==> config.mk <==
export PLATFORM = sky130hd
export DESIGN_NAME = prog_loader
export DESIGN_NICKNAME = d
export VERILOG_FILES = /design/src/rtl/prog_loader.sv
export SDC_FILE = /design/constraint.sdc
export NUM_CORES = 1
export LEC_CHECK = 0
export CAP_MARGIN = 20
export CORE_MARGIN = 2
export CORE_UTILIZATION = 30
export DETAILED_ROUTE_END_ITERATION = 10
export DONT_BUFFER_PORTS = 1
export PLACE_DENSITY = 0.47
export RECOVER_POWER = 25
export SETUP_SLACK_MARGIN = 0.4
export SLEW_MARGIN = 20
export SYNTH_ARGS = -nofsm -noshare
export SYNTH_HDL_FRONTEND = slang
export SYNTH_SLANG_ARGS = --single-unit
==> constraint.sdc <==
create_clock -name clk -period 2.8 [get_ports clk]
set_clock_uncertainty 0.05 [all_clocks]
set_input_delay 0.14 -clock clk [delete_from_list [all_inputs] [get_ports clk]]
set_output_delay 0.14 -clock clk [all_outputs]
set_load 0.02 [all_outputs]
==> src/rtl/prog_loader.sv <==
// Writes a framed byte image (HEADER, COUNT, hi/lo word bytes, XOR CHK) into instruction memory, holding the CPU until the image verifies.
// Write strobe fires one cycle after each word's low byte; in_ready drops in WRITE/DONE/ERR, so the source holds its byte.
module prog_loader #(
    parameter int          ADDR_WIDTH = 8,
    parameter int          DATA_WIDTH = 16,
    parameter logic [7:0]  HEADER     = 8'hA5
) (
    input  logic                  clk,
    input  logic                  rst,
    input  logic [7:0]            in_data,
    input  logic                  in_valid,
    output logic                  in_ready,
    input  logic                  restart,
    output logic                  mem_wr_en,
    output logic [ADDR_WIDTH-1:0] mem_addr,
    output logic [DATA_WIDTH-1:0] mem_wr_data,
    output logic                  cpu_hold,
    output logic                  done,
    output logic                  error
);

    typedef enum logic [2:0] {
        S_IDLE, S_COUNT, S_HI, S_LO, S_WRITE, S_CHECK, S_DONE, S_ERR
    } state_t;

    state_t                  state_q, state_d;
    logic [7:0]              count_q, count_d;
    logic [7:0]              chk_q, chk_d;
    logic [ADDR_WIDTH-1:0]   addr_q, addr_d;
    logic [DATA_WIDTH-1:0]   wdata_q, wdata_d;
    logic                    in_ready_q, in_ready_d;
    logic                    wr_en_q, wr_en_d;
    logic                    hold_q, hold_d;
    logic                    done_q, done_d;
    logic                    error_q, error_d;
    logic                    take;
    logic                    last_word;

    assign take      = in_valid && in_ready_q;
    // mem_addr doubles as the word index within the frame
    assign last_word = ((32'(addr_q) + 32'd1) == 32'(count_q));

    always_comb begin
        state_d = state_q;
        count_d = count_q;
        chk_d   = chk_q;
        addr_d  = addr_q;
        wdata_d = wdata_q;
        case (state_q)
            S_IDLE: begin
                if (take && in_data == HEADER) state_d = S_COUNT;
            end
            S_COUNT: begin
                if (take) begin
                    count_d = in_data;
                    addr_d  = '0;
                    chk_d   = '0;
                    state_d = (in_data == 8'd0) ? S_ERR : S_HI;
                end
            end
            S_HI: begin
                if (take) begin
                    wdata_d[DATA_WIDTH-1 -: 8] = in_data;
                    chk_d   = chk_q ^ in_data;
                    state_d = S_LO;
                end
            end
            S_LO: begin
                if (take) begin
                    wdata_d[7:0] = in_data;
                    chk_d   = chk_q ^ in_data;
                    state_d = S_WRITE;
                end
            end
            S_WRITE: begin
                if (last_word) begin
                    state_d = S_CHECK;
                end else begin
                    addr_d  = addr_q + 1'b1;
                    state_d = S_HI;
                end
            end
            S_CHECK: begin
                if (take) state_d = (in_data == chk_q) ? S_DONE : S_ERR;
            end
            S_DONE, S_ERR: begin
                if (restart) state_d = S_IDLE;
            end
            default: state_d = S_IDLE;
        endcase

        // Outputs are registered from the next state so they line up with state_q
        in_ready_d = (state_d == S_IDLE) || (state_d == S_COUNT) || (state_d == S_HI) ||
                     (state_d == S_LO)   || (state_d == S_CHECK);
        wr_en_d    = (state_d == S_WRITE);
        done_d     = (state_d == S_DONE);
        error_d    = (state_d == S_ERR);
        hold_d     = (state_d != S_DONE);
    end

    always_ff @(posedge clk) begin
        if (rst) begin
            state_q    <= S_IDLE;
            count_q    <= '0;
            chk_q      <= '0;
            addr_q     <= '0;
            wdata_q    <= '0;
            in_ready_q <= 1'b0;
            wr_en_q    <= 1'b0;
            hold_q     <= 1'b1;
            done_q     <= 1'b0;
            error_q    <= 1'b0;
        end else begin
            state_q    <= state_d;
            count_q    <= count_d;
            chk_q      <= chk_d;
            addr_q     <= addr_d;
            wdata_q    <= wdata_d;
            in_ready_q <= in_ready_d;
            wr_en_q    <= wr_en_d;
            hold_q     <= hold_d;
            done_q     <= done_d;
            error_q    <= error_d;
        end
    end

    assign in_ready    = in_ready_q;
    assign mem_wr_en   = wr_en_q;
    assign mem_addr    = addr_q;
    assign mem_wr_data = wdata_q;
    assign cpu_hold    = hold_q;
    assign done        = done_q;
    assign error       = error_q;

endmodule

==> metrics <==
vias post-DR 2242; Die Width 94.90 um; final RePlAce weighted congestion 0.7582; Post-Syn Nets 316; worst skew pair latency 0.31 ns; DRC viols 0; number of global-route vias before repair between 2000 and 2500; Max Clk Rate 426.5 MHz; critical path class reg2reg; CP max stage cell dlygate4sd3_1; peak supply drop about 0.26 mV; unrepaired setup endpoints after global routing true; Synth Flop Type dfxtp_1; Vias per Instance roughly 5.2; layout cell share with drive strength beyond 1 14.68%; setup TNS 0 ns; Synth async-reset ratio 0%; peak per-stage delay on the critical path 0.56 ns; CP required between 2 and 3 ns; Die Footprint 0.009005 sq mm; Root Buffer clkbuf_8; Worst-Margin Slew 0.4559 ns; Min Hold Slack 0.03832 ns; ANT cells 0; Cell Area, Synth between 0.002 and 0.0025 sq mm; initial detailed-routing violation count 79; Ports 41; FF+latch count, synth 48; Crit Path Max Fanout 8; pin count of the biggest net entering global routing 34; sequential fraction of the synthesis area between 30 and 40%; core box area 0.008093 sq mm; initial antenna violation count 0; Final Cycle Share 83.73%; Routed WL 6.814 mm; Avg WL per Cell 15.77 um; post-route ant nets 0; GRT overflow 0; Slew Limit Fails 0; TritonRoute pass-1 iters 4; leakage 1.053 nW; IO buf count 0; H-tree depth 2; CTS tree built; Crit. End Element register; outcome completed; Synth warnings 0; Pwr Density 390.3 mW/mm^2; critical path, cell by cell nand2_1 > or3_1 > o21ai_0 > a21oi_1 > dlygate4sd3_1; Post-Synthesis Cells about 300; CP arrival 2.50 ns; max_cap viols 0; CP Launch Type register; HP Class in2reg; endpoints failing hold 0; Clock Pin Slew Worst Setup and Hold Paths ~0.090 ns; Slew headroom 69.49%; # nets final 339; first-pass GRT wire length about 11 mm; synth unique cells 56; buffers from clock root to sink, at most 2; fin crit period 2.344 ns; hpwl dp between 4 and 5 mm; die height 94.90 um; GRT Total Usage between 10% and 20%; mean post-synth cell area around 8.2 sq um; CTS buffer count 5; Sink Count 48; Row Count 33; synthesis-to-layout area growth 22.16%; # setup viols final 0; Starting Density 30.63%; Post-synth EDFFs 0
critical path: cells and delay by family (launching register included):
kind / cells / cell delay (ns)
simple gates: 2 / 0.80
buf+inv: 1 / 0.56
flops: 1 / 0.54
compound gates: 2 / 0.30
cell families after synthesis:
logic type	Yosys count	share of synthesized area, %
and+or+nand+nor	135	29.08
AOI/OAI and AO/OA	68	17.92
DFF	48	38.77
buffers and inverters	27	4.745
xor gates and xnor gates	15	5.301
muxes	9	3.685
adders and majority gates	1	0.5047
synthesized netlist by cell type, types with 4 or more instances:
cell type,count,area share [%]
a21oi_1,33,6.7
clkbuf_1,20,3.0
dfxtp_1,48,39
mux2i_1,8,3.2
nand2_1,36,5.5
nand2b_1,4,1.0
nand3_1,16,3.2
nand3b_1,11,3.3
nand4b_1,4,1.4
nor2_1,30,4.5
nor4_1,4,1.0
o211ai_1,4,1.2
o21ai_0,11,2.2
xnor2_1,8,2.8
xor2_1,7,2.5
state kept, by name, summed over array words and instances, names as in the netlist:
name and flops:
mem_wr_data 16, error 1, count_q 8, state_q 3, in_ready 1, done 1
mem_wr_en 1, cpu_hold 1, chk_q 8, mem_addr 8
worst paths after layout:
kind	depth (start not counted)	endpoint	slack (ns)	startpoint
min	3	chk_q[1]	0.04	in_data[1]
max	5	chk_q[0]	0.46	in_ready
min reg2reg	2	count_q[1]	0.42	count_q[1]
max reg2reg	5	chk_q[0]	0.46	in_ready
through the flow:
stage	cells	util, %	total power, W	instance area (sq um)	setup slack [ns]
final	432	37.42	0.001182	3028	0.4555
after global routing	432	37.42	0.001217	3028	0.3305
after detailed placement	393	31.82	0.0007138	2575	0.2811
after floorplan	303	-	0.0007320	2479	0.4831
after CTS	431	36.87	0.001195	2984	0.3834
after global placement	393	31.82	0.0007139	2575	0.3760
report_power, final:
part / switching [W] / total, W / internal (W)
logic: 0.0000180 / 0.0000358 / 0.0000179
registers: 0.00000225 / 0.000684 / 0.000682
clock network: 0.000261 / 0.000462 / 0.000201
total: 0.000281 / 0.00118 / 0.000900
final cells by class:
type	instances	area, sq um
clock inverter	2	15.01
timing repair buffer	41	382.9
clock buffer	6	82.58
multi-input combinational	228	1436
fill	887	5065
sequential	48	972.2
tap	105	131.4
inverter	2	7.507
cells in the final DEF (no fill, tap or decap), types with 3 or more instances in the layout:
cell type | netlist | layout
dfxtp_1 | 48 | 41
nand2_1 | 36 | 35
a21oi_1 | 33 | 33
nor2_1 | 30 | 30
dlygate4sd3_1 | 0 | 25
nand3_1 | 16 | 15
buf_4 | 2 | 15
o21ai_0 | 11 | 11
nand3b_1 | 11 | 11
mux2i_1 | 8 | 8
xnor2_1 | 8 | 8
xor2_1 | 7 | 7
clkbuf_8 | 0 | 6
dfxtp_2 | 0 | 6
o211ai_1 | 4 | 4
nand2b_1 | 4 | 4
nand4b_1 | 4 | 4
nor4_1 | 4 | 4
and3_1 | 3 | 3
nand4_1 | 3 | 3
nor2b_1 | 3 | 3
nor3_1 | 3 | 3
a311oi_1 | 3 | 3
what timing repair did:
action / CTS / global route
gates resized for setup: 5 / 11
hold buffers: 26 / 0
pin swaps: 2 / 2
setup buffers: 4 / 1
hold endpoints to repair: 46 / 0
endpoints found under the setup margin: 11 / 26
routing by layer:
metal	GRT usage [%]	up-vias	share of wire (%)
met3	4.230	4	5.2
met4	3.623	0	0.48
li1	-	1125	-
met1	20.59	1064	46
met2	26.71	49	48
met5	0	-	0
(Power assumes the default switching activity.)
